`src/rtl/cavlc_seq_ctrl_if.sv`:
```
// cavlc_seq_ctrl_if: codeword beat bus between the CAVLC sequencer and the encoder datapath/packer
interface cavlc_seq_ctrl_if #(parameter int IDX_W = 4);
  logic [3:0] state;
  logic [IDX_W-1:0] coef_idx;
  logic [IDX_W-1:0] zeros_left;
  logic [IDX_W-1:0] run_val;
  logic code_valid;
  logic code_ready;
  modport master(output state, coef_idx, zeros_left, code_valid, input run_val, code_ready);
  modport slave(input state, coef_idx, zeros_left, code_valid, output run_val, code_ready);
endinterface

```
`src/rtl/cavlc_seq_ctrl.sv`:
```
// cavlc_seq_ctrl: per-4x4-block CAVLC phase sequencer (coeff_token, T1 signs, levels, total_zeros, run_before)
module cavlc_seq_ctrl #(
  parameter int MAX_COEFF = 16,
  parameter int IDX_W = 4
) (
  input  logic clk,
  input  logic rst,
  input  logic start,
  input  logic [2:0] nc,
  input  logic [4:0] total_coeff,
  input  logic [1:0] trail_ones,
  input  logic [3:0] total_zeros,
  output logic [2:0] nc_q,
  output logic [4:0] total_coeff_q,
  output logic [1:0] trail_ones_q,
  output logic busy,
  output logic done,
  output logic err,
  cavlc_seq_ctrl_if.master beat
);
  typedef enum logic [3:0] {
    IDLE = 4'd0, COEFF_TOKEN = 4'd4, T1_SIGN = 4'd5, LEVEL = 4'd6,
    TOTAL_ZEROS = 4'd7, RUN_BEFORE = 4'd8, DONE = 4'd9
  } state_t;
  state_t cur, nxt;
  logic [IDX_W-1:0] idx, idx_n, zl, zl_n, zl_sub;
  logic [3:0] tz_q;
  logic [4:0] idx5, t15, max5;
  logic illegal, accept, accept_bad, fire;
  assign max5 = 5'(MAX_COEFF);
  assign idx5 = 5'(idx);
  assign t15 = 5'(trail_ones_q);
  assign illegal = (5'(trail_ones) > total_coeff) || (total_coeff > max5) ||
                   (6'(total_zeros) + 6'(total_coeff) > 6'(MAX_COEFF));
  assign accept = (cur == IDLE) && start && !illegal;
  assign accept_bad = (cur == IDLE) && start && illegal;
  assign fire = beat.code_valid && beat.code_ready;
  // a run larger than the zeros remaining saturates instead of wrapping
  assign zl_sub = (beat.run_val > zl) ? '0 : zl - beat.run_val;
  assign beat.state = cur;
  assign beat.coef_idx = idx;
  assign beat.zeros_left = zl;
  assign beat.code_valid = cur inside {COEFF_TOKEN, T1_SIGN, LEVEL, TOTAL_ZEROS, RUN_BEFORE};
  assign busy = cur != IDLE;
  assign done = cur == DONE;
  always_comb begin
    nxt = cur;
    idx_n = idx;
    zl_n = zl;
    case (cur)
      IDLE: if (accept) begin
        nxt = COEFF_TOKEN;
        idx_n = '0;
        zl_n = '0;
      end
      COEFF_TOKEN: if (fire) begin
        nxt = (total_coeff_q == 5'd0) ? DONE : (trail_ones_q != 2'd0) ? T1_SIGN : LEVEL;
        idx_n = '0;
      end
      T1_SIGN: if (fire) begin
        nxt = (total_coeff_q > t15) ? LEVEL : TOTAL_ZEROS;
        idx_n = IDX_W'(trail_ones_q);
      end
      LEVEL: if (fire) begin
        idx_n = idx + IDX_W'(1);
        if (idx5 == total_coeff_q - 5'd1) nxt = (total_coeff_q == max5) ? DONE : TOTAL_ZEROS;
      end
      TOTAL_ZEROS: if (fire) begin
        nxt = (tz_q == 4'd0 || total_coeff_q == 5'd1) ? DONE : RUN_BEFORE;
        idx_n = '0;
        zl_n = IDX_W'(tz_q);
      end
      RUN_BEFORE: if (fire) begin
        nxt = (zl_sub == '0 || idx5 == total_coeff_q - 5'd2) ? DONE : RUN_BEFORE;
        idx_n = idx + IDX_W'(1);
        zl_n = zl_sub;
      end
      default: nxt = IDLE;
    endcase
  end
  always_ff @(posedge clk or posedge rst)
    if (rst) begin
      cur <= IDLE;
      idx <= '0;
      zl <= '0;
      nc_q <= '0;
      total_coeff_q <= '0;
      trail_ones_q <= '0;
      tz_q <= '0;
      err <= 1'b0;
    end else begin
      cur <= nxt;
      idx <= idx_n;
      zl <= zl_n;
      err <= accept_bad;
      if (accept) begin
        nc_q <= nc;
        total_coeff_q <= total_coeff;
        trail_ones_q <= trail_ones;
        tz_q <= total_zeros;
      end
    end
endmodule

```
`src/flat_wrapper.sv`:
```
// flat-port wrapper written by rule: the top's interface ports become plain ports
module cavlc_seq_ctrl_flat 
#(
  parameter int MAX_COEFF = 16,
  parameter int IDX_W = 4
)
  (clk, rst, start, nc, total_coeff, trail_ones, total_zeros, nc_q, total_coeff_q, trail_ones_q, busy, done, err, beat_state, beat_coef_idx, beat_zeros_left, beat_code_valid, beat_run_val, beat_code_ready);
  cavlc_seq_ctrl_if #(.IDX_W(IDX_W)) beat_i ();
  input  logic clk;
  input  logic rst;
  input  logic start;
  input  logic [2:0] nc;
  input  logic [4:0] total_coeff;
  input  logic [1:0] trail_ones;
  input  logic [3:0] total_zeros;
  output logic [2:0] nc_q;
  output logic [4:0] total_coeff_q;
  output logic [1:0] trail_ones_q;
  output logic busy;
  output logic done;
  output logic err;
  output wire logic [$bits(beat_i.state)-1:0] beat_state;
  output wire logic [$bits(beat_i.coef_idx)-1:0] beat_coef_idx;
  output wire logic [$bits(beat_i.zeros_left)-1:0] beat_zeros_left;
  output wire logic [$bits(beat_i.code_valid)-1:0] beat_code_valid;
  input wire logic [$bits(beat_i.run_val)-1:0] beat_run_val;
  input wire logic [$bits(beat_i.code_ready)-1:0] beat_code_ready;
  assign beat_state = beat_i.state;
  assign beat_coef_idx = beat_i.coef_idx;
  assign beat_zeros_left = beat_i.zeros_left;
  assign beat_code_valid = beat_i.code_valid;
  assign beat_i.run_val = beat_run_val;
  assign beat_i.code_ready = beat_code_ready;
  cavlc_seq_ctrl #(.MAX_COEFF(MAX_COEFF), .IDX_W(IDX_W)) u_core (.clk(clk), .rst(rst), .start(start), .nc(nc), .total_coeff(total_coeff), .trail_ones(trail_ones), .total_zeros(total_zeros), .nc_q(nc_q), .total_coeff_q(total_coeff_q), .trail_ones_q(trail_ones_q), .busy(busy), .done(done), .err(err), .beat(beat_i));
endmodule
```
`config.mk`:
```
export PLATFORM = sky130hd
export DESIGN_NAME = cavlc_seq_ctrl_flat
export DESIGN_NICKNAME = d
export VERILOG_FILES = /design/src/rtl/cavlc_seq_ctrl_if.sv /design/src/rtl/cavlc_seq_ctrl.sv /design/src/flat_wrapper.sv
export SDC_FILE = /design/constraint.sdc
export NUM_CORES = 1
export LEC_CHECK = 0
export CORE_ASPECT_RATIO = 1.4
export CORE_UTILIZATION = 40
export CTS_CLUSTER_DIAMETER = 200
export DETAILED_ROUTE_END_ITERATION = 7
export PLACE_DENSITY = 0.68
export SLEW_MARGIN = 20
export SYNTH_ARGS = -nofsm -noshare
export SYNTH_HDL_FRONTEND = slang
export SYNTH_SLANG_ARGS = --single-unit
```
`constraint.sdc`:
```
create_clock -name clk -period 2.05 [get_ports clk]
set_input_delay 0.41 -clock clk [delete_from_list [all_inputs] [get_ports clk]]
set_output_delay 0.41 -clock clk [all_outputs]
set_load 0.05 [all_outputs]
```
After elaboration in Yosys (flattened, before gate mapping)
Index checks and enable logic that the tools add are counted.
{ "totals": {"elab_cells": 83, "output_inout_bits": 26, "register_bits": 27} }
{ "classes": {"n_reduce_logical": 23, "eq_ne": 19, "mux": 23, "addsub": 5, "order_cmp": 5} }
{ "op_table": {"columns": ["op", "count"], "rows": [
  ["2-to-1 mux 4 bit", 16],
  ["one-hot mux 4 bit (6 select lines)", 1],
  ["equality test 4 x 3 -> 1 bit, second input constant", 4],
  ["!= test 2 x 1 -> 1 bit, second input constant", 8],
  ["one-hot mux 4 bit (4 select lines)", 1],
  ["logical NOT 4 bit", 3],
  ["one-hot mux 4 bit (3 select lines)", 1],
  ["equality test 4 x 5 -> 1 bit", 2],
  ["equality test 4 bit, second input constant", 2],
  ["nonzero test 4 bit", 2],
  ["AND reduction 7 bit", 1],
  ["adder 4 x 5 -> 6 bit", 1],
  ["greater-than comparator 6 x 5 -> 1 bit, second input constant", 1],
  ["equality test 5 x 1 -> 1 bit, second input constant", 1],
  ["equality test 5 bit, second input constant", 1],
  ["greater-than comparator 2 x 5 -> 1 bit", 1],
  ["greater-than comparator 5 x 2 -> 1 bit", 1],
  ["greater-than comparator 5 bit, second input constant", 1],
  ["logical NOT 5 bit", 1],
  ["AND reduction 5 bit", 1],
  ["nonzero test 5 bit", 1],
  ["subtractor 5 x 1 -> 5 bit, second input constant", 1],
  ["subtractor 5 x 2 -> 5 bit, second input constant", 1],
  ["adder 4 x 1 -> 4 bit, second input constant", 1],
  ["other kinds (12)", 21]
]} }

Longest topological paths before layout
Gate-level depths: netlist of the first run.
{ "logic_depth": {"word_depth": 7, "mapped_depth": 10, "mapped_depth_nobuf": 10} }

Least setup slack after synthesis of the first run
No wires, ideal clock.
{ "synth_path": {"path_kind": "register -> register", "start": "register u_core.total_coeff_q[1]", "end": "register u_core.cur[3] (netlist: u_core.beat.state[3])", "path_buffers": 0, "path_stages_with_launch": 9, "setup_time_ps": 128, "t_required_ps": 1922, "path_slack_ps": -388, "arrival_ps": 2310, "path_cell_list": "dfrtp_1 inv_1 ha_1 a21boi_0 xnor2_1 nand3_1 o31ai_4 o221ai_2 mux2_1"} }
{ "synth_via": {"elab_chain_len": 5, "word_cells_on_any_way": 12} }
{ "synth_rtl": {"columns": ["item", "line_no", "text"], "rows": [
  ["start, declared", "cavlc_seq_ctrl.sv:14", "output logic [4:0] total_coeff_q,"],
  ["start signal, assigned", "cavlc_seq_ctrl.sv:98", "total_coeff_q <= total_coeff;"],
  ["parallel branches: the longest is 5 deep, another holds subtractor 5 x 1 -> 5 bit", null, null],
  ["end signal, assigned", "cavlc_seq_ctrl.sv:92", "cur <= nxt;"],
  ["end, declared", "cavlc_seq_ctrl.sv:25", "state_t cur, nxt;"]
]} }
Several ways; the timed one is not identified. The select of a mux whose other input is x is not followed.
A chain may end at the register's enable or synchronous reset.

Worst setup path after layout of the first run
{ "layout_path": {"start": "input port total_zeros[0]", "end": "register u_core.zl[3] (netlist: u_core.beat.zeros_left[3])"} }
{ "layout_via": {"elab_chain_len": 7} }
{ "layout_rtl": {"columns": ["item", "line_no", "text"], "rows": [
  ["start, declared", "flat_wrapper.sv:15", "input logic [3:0] total_zeros;"],
  ["adder 4 x 5 -> 6 bit", "cavlc_seq_ctrl.sv:34", "(6'(total_zeros) + 6'(total_coeff) > 6'(MAX_COEFF));"],
  ["greater-than comparator 6 x 5 -> 1 bit", "cavlc_seq_ctrl.sv:34", null],
  ["logical OR 1 bit", "cavlc_seq_ctrl.sv:33", "assign illegal = (5'(trail_ones) > total_coeff) || (total_coeff > max5) ||"],
  ["logical NOT 1 bit", "cavlc_seq_ctrl.sv:35", "assign accept = (cur == IDLE) && start && !illegal;"],
  ["logical AND 1 bit", "cavlc_seq_ctrl.sv:35", null],
  ["!= test 2 x 1 -> 1 bit (no source line)", null, null],
  ["AND reduction 4 bit (no source line)", null, null],
  ["end signal, assigned", "cavlc_seq_ctrl.sv:94", "zl <= zl_n;"],
  ["end, declared", "cavlc_seq_ctrl.sv:26", "logic [IDX_W-1:0] idx, idx_n, zl, zl_n, zl_sub;"]
]} }
Every way passes these cells.

==> reports/qor_table.md, run 1 <==
| Result | Value |
|:---|:---|
| Starting Density | 42.1% |
| Class of the worst hold path | in -> reg |
| Startpoint class of the critical path | primary input |
| Netlist Area Pre-Place | 2210 µm² |
| Average vias per placed instance | 5.30 |
| Maximum net fanout on the critical path | 4 |
| Fraction of final layout cells sized beyond drive strength 1 | 44.0% |
| Run status | complete, but fails checks |
| Portion of synthesized cell area occupied by the leading cell type | 30.6% |
| Maximum number of pins on one net before global-route repair | 28 |
| Ports | 48 |
| Worst IR drop on VDD | 0.893 mV |
| Final worst clock skew | 0.0152 ns |
| Clock tree buffer depth | 2 |
| Mean cell area of the mapped netlist | 9.76 µm² |
| Vertical die dimension | 89.9 µm |
| Number of I/O port buffers | 47 |
| Setup TNS | -1.07 ns |
| Number of antenna diodes | 0 |
| Headroom to the max-slew limit | 65.2% |
| FP Rows | 31 |
| Final count of pins violating max slew | 0 |
| F_max | 463 MHz |
| Total wire length after detailed routing | 5.90 mm |
| Post-route ant nets | 0 |
| Clock sink count | 27 |
| Final Cell Area | 3370 µm² |
| Number of violations reported at the end of detailed-routing iteration 0 | 134 |
| Actual transition at the worst max-transition pin | 0.520 ns |
| CTS buffer count | 3 |
| Vias in the first global route | 2,046 |
| Area leader, netlist | dfrtp_1 |
| Average routed wire per standard cell | 15.1 µm |
| Failing checks | negative setup slack |
| Post-synth ARST share | 100% |
| Placeable Area | 5240 µm² |
| Hold Fails Final Rpt | 0 |
| Total number of nets in the final design | 368 |
| Worst endpoint data arrival time | 2.32 ns |
| Portion of the post-synthesis area used by sequential elements | 30.6% |
| Setup violations, final | 22 |
| Dominant synthesized flop cell | dfrtp_1 |
| Count of fill cells added during filler insertion | 457 |
| CTS tree | built |
| Antenna violations before repair | 0 |
| Cells taking the most area after synthesis | dfrtp_1, ha_1, mux2_4 |
| Hpwl dp | 4.55 mm |
| Data required time of the worst path | 2.21 ns |
| Number of synthesized flops with an enable pin | 0 |
| Final worst slack | -0.112 ns |
| P per Cell Area | 1180 nW/µm² |
| Combined global-route utilization of all metal layers | 21.2% |
| Root buffer cell | clkbuf_8 |
| Total vias in the final route | 2,072 |
| Routability congestion estimate from global placement | 0.840 |
| Clock Pin Slew Worst Setup and Hold Paths | 0.09 ns |
| Remaining global-route overflow | 0 |
| Setup repair after global routing missed its margin | true |
| Die ar. | 5820 µm² |
| Yosys synthesis warning count | 0 |
| Global-route wire length before repair | 9.71 mm |
| Number of storage elements in the synthesis netlist | 27 |
| Number of nets in the synthesized netlist | 268 |
| H-tree Lvls | 1 |
| Unique cell type count in the Yosys netlist | 57 |
| Max-cap violation count | 0 |
| Post-route fraction of the period consumed by the critical path | 105% |
| Leak pwr | 0.00156 µW |
| Crit. End Element | register |
| Worst-case setup slack after placement | -0.806 ns |
| Die span in x | 64.8 µm |
| Gate count of the mapped netlist | 226 |
| Later-pin clock latency in the skew report | 0.28 ns |
| Crit Path Class | in -> reg |
| Area growth from synthesis to layout | 52.8% |
| Router iterations before antenna repair | 4 |
| Number of buffers inserted for hold repair after clock tree synthesis | 0 |
| Cell area after placement | 3110 µm² |
| Remaining routing DRC violations | 0 |
| Clock period minus final worst setup slack | 2.16 ns |
-- logic make-up after synthesis --
family,after synthesis,synth area share [%]
muxes,23,13.4
adders and majority gates,20,12.0
xor gates and xnor gates,10,3.97
buffers and inverters,28,5.16
AOI/OAI and AO/OA,61,20.6
DFF,27,30.6
and+or+nand+nor,57,14.2
-- layout by cell type (no fill, tap or decap), types with 6 or more instances in the layout --
cell             instances
a21oi_1                 10
o21ai_0                  8
nor2_1                  13
dfrtp_2                  7
a31oi_1                  6
nand2_1                 13
dlygate4sd2_1            8
dfrtp_1                 20
buf_4                   62
clkdlybuf4s50_1         23
mux2_4                  17
ha_1                    12
inv_1                   14
-- what timing repair did --
item / 4_1_cts / 5_1_grt
gates resized for setup: 49 / 12
setup endpoints to repair: 28 / 27
buffers inserted: 6 / 5
pin swaps: 23 / 7
-- power by group --
part,internal (µW),switching (µW),total (µW)
clock network,143,179,322
logic,1250,1510,2760
registers,705,194,899
total,2100,1880,3980
-- cells in the mapped netlist (3+ instances only) --
master    number
mux2i_1        4
clkbuf_1       4
nand2_1       13
mux2_4        11
nor2b_1        5
a31oi_1        6
a21o_1         3
o21a_1         3
xnor2_1        5
ha_1          18
a21oi_1       12
o21ai_0        9
mux2_2         7
nand3_1        4
nor2_1        15
inv_1         22
nand4_1        3
dfrtp_1       27
xor2_1         5
-- registers in the layout (all words and copies together) (netlist names) --
name,count
u_core.total_coeff_q,5
u_core.trail_ones_q,2
u_core.beat.zeros_left,4
u_core.beat.state,4
u_core.err,1
u_core.tz_q,4
u_core.beat.coef_idx,4
u_core.nc_q,3
-- layout make-up --
| class | instances | area [µm²] | share of cell area, % |
|---|---|---|---|
| clock buffers | 3 | 41.3 | 1.22 |
| clock inverters | 1 | 8.76 | 0.260 |
| inverters | 22 | 92.6 | 2.75 |
| multi-input cells | 171 | 1580 | 47.0 |
| flip-flops and latches | 27 | 684 | 20.3 |
| well taps | 66 | 82.6 | 2.45 |
| repair buffers | 101 | 877 | 26.0 |
-- final timing paths --
| kind | from | end | slack [ns] | cells past startpoint |
|---|---|---|---|---|
| worst max-delay path | total_zeros[0] | u_core.beat.zeros_left[3] | -0.11 | 9 |
| worst min-delay path | total_zeros[0] | u_core.tz_q[0] | 0.37 | 2 |
| worst max register to register | u_core.beat.zeros_left[0] | u_core.beat.zeros_left[3] | -0.02 | 9 |
| worst min register to register | u_core.nc_q[2] | u_core.nc_q[2] | 0.53 | 1 |
| max in group asynchronous | rst | u_core.beat.zeros_left[0] | 1.28 | 3 |
| min in group asynchronous | rst | u_core.total_coeff_q[4] | 0.49 | 3 |
-- worst max-delay path, cell delays in order --
cell     delay (ns)
buf_8          0.10
ha_4           0.15
fa_2           0.35
xor2_1         0.18
nor3_2         0.17
o21a_1         0.20
o211a_1        0.23
o21ba_4        0.22
mux2_4         0.31
-- layer usage --
metal | track usage (%) | vias up | part of all wire (%)
met5 | 0 | - | 0
met4 | 8.70 | 0 | 2.7
met3 | 1.78 | 11 | 3.4
met2 | 34.9 | 53 | 50
met1 | 27.9 | 988 | 43
li1 | - | 1020 | -
-- through the flow --
| stage | power (µW) | utilization [%] | cells | hold WS [ns] |
|---|---|---|---|---|
| detailed placement | 3500 | 59.5 | 376 | 0.494 |
| floorplan | 2580 | - | 226 | 0.462 |
| CTS | 3920 | 62.8 | 386 | 0.373 |
| global placement | 3470 | 59.5 | 376 | 0.494 |
| finish | 3980 | 64.4 | 391 | 0.373 |
| global route | 4220 | 64.4 | 391 | 0.362 |
(Power assumes the default switching activity.)
==> inputs of run 2 (changes only) <==
CAP_MARGIN = 10   (was default)
GPL_TIMING_DRIVEN = 1   (was default)
==> results of run 2 <==
The final DEF is identical to that of run 1; final timing and power are the same.
==> inputs of run 3 (changes only) <==
ABC_AREA = 1   (was default)
CTS_CLUSTER_DIAMETER = 80   (was 200)
==> run 3 against run 2 <==
Against the previous run: the flow now finishes without violations; fmax rose by 8.1%; hold slack got worse by 0.028 ns; via count grew 4.2%; wire length shrank 6.8%; critical path type unchanged; largest cell class unchanged.
==> reports/qor_table.md, run 3 <==
| Result | Value | Delta |
|:---|:---|:---|
| Flip-flop count of the largest register, all copies and words added | 5 | unchanged |
| Cell area after placement | 2870 µm² | was 3110 µm² |
| Setup violations, final | 0 | was 22 |
| Ports | 48 | unchanged |
| Yosys synthesis warning count | 0 | unchanged |
| Remaining global-route overflow | 0 | unchanged |
| FP Rows | 31 | unchanged |
| Run status | finished, final reports clean | was complete, but fails checks |
| Crit. End Element | register | unchanged |
| Most repeated cell in the gate-level netlist after synthesis | nand2_1 | was dfrtp_1 |
| Area leader, netlist | dfrtp_1 | unchanged |
| Portion of synthesized cell area occupied by the leading cell type | 31.1% | was 30.6% |
| Slowest stage cell on the critical path | fa_1 | was fa_2 |
| Clock Pin Slew Worst Setup and Hold Paths | 0.10 ns | was 0.09 ns |
| Post-route fraction of the period consumed by the critical path | 97.6% | was 105% |
| Clock period minus final worst setup slack | 2.00 ns | was 2.16 ns |
| Leading cell type in the layout, fill and taps excluded | nand2_1 | was buf_4 |
| Hpwl dp | 4.32 mm | was 4.55 mm |
| Clock tree buffer depth | 2 | unchanged |
| Vertical die dimension | 89.2 µm | was 89.9 µm |
| Capture point of the worst reg-to-reg path | u_core.beat.state[0] | was u_core.beat.zeros_left[3] |
| Number of nets in the synthesized netlist | 346 | was 268 |
| CTS tree | built | unchanged |
| Post-synth ARST share | 100% | unchanged |
| Critical Path Source | total_coeff[0] | was total_zeros[0] |
| Worst endpoint data arrival time | 2.18 ns | was 2.32 ns |
| Maximum number of pins on one net before global-route repair | 28 | unchanged |
| Final worst slack | 0.0492 ns | was -0.112 ns |
| Post CTS Setup Buffer Count | 0 | was 6 |
| Worst-case setup slack after placement | -0.638 ns | was -0.806 ns |
| Mean cell area of the mapped netlist | 7.14 µm² | was 9.76 µm² |
| Beginning of the worst register-to-register path | u_core.beat.zeros_left[0] | unchanged |
| Die span in x | 64.3 µm | was 64.8 µm |
| Router iterations before antenna repair | 4 | unchanged |
| Most used standard cells in the synthesized netlist | nand2_1, inv_1, nand3_1 | was dfrtp_1, inv_1, ha_1 |
| Overall power of the completed layout | 4180 µW | was 3980 µW |
| Average routed wire per standard cell | 12.5 µm | was 15.1 µm |
| Final Cell Area | 3020 µm² | was 3370 µm² |
| Max stage delay on crit path | 0.45 ns | was 0.35 ns |
| Vias in the first global route | 2,138 | was 2,046 |
| Number of violations reported at the end of detailed-routing iteration 0 | 64 | was 134 |
| Biggest register | u_core.total_coeff_q | unchanged |
| Routability congestion estimate from global placement | 0.945 | was 0.840 |
| Worst IR drop on VDD | 0.634 mV | was 0.893 mV |
| Placeable Area | 5200 µm² | was 5240 µm² |
| Total wire length after detailed routing | 5.50 mm | was 5.90 mm |
| Register-to-register setup slack | 0.20 ns | was -0.02 ns |
| CTS buffer count | 3 | unchanged |
| Leak pwr | 0.00152 µW | was 0.00156 µW |
| Final core occ | 58.1% | was 64.4% |
| Min Hold Slack | 0.345 ns | was 0.373 ns |
| Class of the worst hold path | in -> reg | unchanged |
| Gate count of the mapped netlist | 304 | was 226 |
| Area growth from synthesis to layout | 39.2% | was 52.8% |
| Final worst clock skew | 0.00135 ns | was 0.0152 ns |
| Die ar. | 5730 µm² | was 5820 µm² |
| P per Cell Area | 1380 nW/µm² | was 1180 nW/µm² |
| Clock sink count | 27 | unchanged |
| Commonest cells after routing, fill and taps aside | nand2_1, inv_1, clkdlybuf4s50_1, buf_4 | was buf_4, clkdlybuf4s50_1, dfrtp_1 |
| F_max | 500 MHz | was 463 MHz |
| Endpoint of the most critical setup path | u_core.beat.coef_idx[0] | was u_core.beat.zeros_left[3] |
| Critical-path cell list | buf_8, ha_4, fa_1, or2_1, nor2_1, nand3_1, nand2_2, nand3_4, nand2_8, nand3_4, nand2_1, nand2_1 | was buf_8, ha_4, fa_2, xor2_1, nor3_2, o21a_1, o211a_1, o21ba_4, mux2_4 |
| Number of synthesized flops with an enable pin | 0 | unchanged |
| Average vias per placed instance | 4.93 | was 5.30 |
| Max-cap violation count | 0 | unchanged |
| Actual transition at the worst max-transition pin | 0.510 ns | was 0.520 ns |
| Maximum net fanout on the critical path | 7 | was 4 |
| Number of buffers inserted for hold repair after clock tree synthesis | 0 | unchanged |
| Final count of pins violating max slew | 0 | unchanged |
| Data required time of the worst path | 2.23 ns | was 2.21 ns |
| Cells taking the most area after synthesis | dfrtp_1, nand2_1, ha_1 | was dfrtp_1, ha_1, mux2_4 |
| Combined global-route utilization of all metal layers | 20.7% | was 21.2% |
| Number of storage elements in the synthesis netlist | 27 | unchanged |
| Antenna violations before repair | 0 | unchanged |
| Post-route ant nets | 0 | unchanged |
| Fraction of final layout cells sized beyond drive strength 1 | 19.6% | was 44.0% |
| Unique cell type count in the Yosys netlist | 31 | was 57 |
| Number of antenna diodes | 0 | unchanged |
| Starting Density | 41.8% | was 42.1% |
| Portion of the post-synthesis area used by sequential elements | 31.1% | was 30.6% |
| Later-pin clock latency in the skew report | 0.28 ns | about the same |
| Root buffer cell | clkbuf_8 | unchanged |
| R2R cell count | 11 | was 9 |
| Total vias in the final route | 2,160 | was 2,072 |
| Total number of nets in the final design | 415 | was 368 |
| Hold Fails Final Rpt | 0 | unchanged |
| Startpoint of the lowest-slack hold path | total_zeros[0] | unchanged |
| H-tree Lvls | 1 | unchanged |
| Dominant synthesized flop cell | dfrtp_1 | unchanged |
| Startpoint class of the critical path | primary input | unchanged |
| Number of I/O port buffers | 47 | unchanged |
| Setup repair after global routing missed its margin | true | unchanged |
| Crit Path Class | in -> reg | unchanged |
| Remaining routing DRC violations | 0 | unchanged |
| Headroom to the max-slew limit | 65.9% | was 65.2% |
| Netlist Area Pre-Place | 2170 µm² | was 2210 µm² |
| Global-route wire length before repair | 9.27 mm | was 9.71 mm |
run 3: cell types whose count changed after synthesis, moves of 6 or more:
cell	before	now
nand2_1	13	89
nand3_1	4	29
inv_1	22	42
a31oi_1	6	0
mux2_4	11	0
mux2_2	7	0
o21ai_0	9	15
run 3: cell families after synthesis:
| group | count (synthesis) | synth area share (%) |
|---|---|---|
| and+or+nand+nor | 158 | 33.1 |
| buffers and inverters | 51 | 9.39 |
| AOI/OAI and AO/OA | 35 | 8.88 |
| DFF | 27 | 31.1 |
| adders and majority gates | 20 | 12.2 |
| xor gates and xnor gates | 13 | 5.24 |
run 3: worst min path at each step:
stage / to / depth (start not counted)
floorplan: u_core.beat.coef_idx[0] / 1
global placement: u_core.nc_q[2] / 2
detailed placement: u_core.nc_q[1] / 2
CTS: u_core.tz_q[0] / 3
global route: u_core.tz_q[0] / 3
finish: u_core.tz_q[0] / 3
run 3: layout make-up:
| class | instances | area (µm²) |
|---|---|---|
| Fill cell | 513 | 2180 |
| Multi-Input combinational cell | 227 | 1410 |
| Sequential cell | 27 | 676 |
| Timing Repair Buffer | 67 | 629 |
| Inverter | 47 | 181 |
| Tap cell | 66 | 82.6 |
| Clock buffer | 3 | 41.3 |
| Clock inverter | 1 | 5.00 |
run 3: timing repair:
item	in CTS	in global routing
cloned	1	0
setup endpoints to repair	26	26
pin swaps	6	11
gates resized for setup	13	20
run 3: metrics by stage:
stage | cells | setup TNS [ns]
after global routing | 438 | -1.03
after CTS | 438 | 0
after detailed placement | 433 | -15.50
final | 438 | 0
after global placement | 433 | -14.15
after floorplan | 304 | 0
run 3: power by group:
group / internal [µW] / switching [µW]
clock network: 137 / 180
logic: 1040 / 1880
registers: 727 / 225
total: 1900 / 2280
run 3: metal layers:
metal	vias to the layer above	track usage (%)	routed length, µm
met4	0	9.29	115
met1	983	22.6	2240
met5	-	0	0
met3	11	1.66	157
li1	1108	-	-
met2	58	40.4	2980
run 3: critical path, delay by kind of cell:
family        cells  cell delay (ns)
simple gates      9             1.05
fa+ha+maj         2             0.60
buf+inv           1             0.10
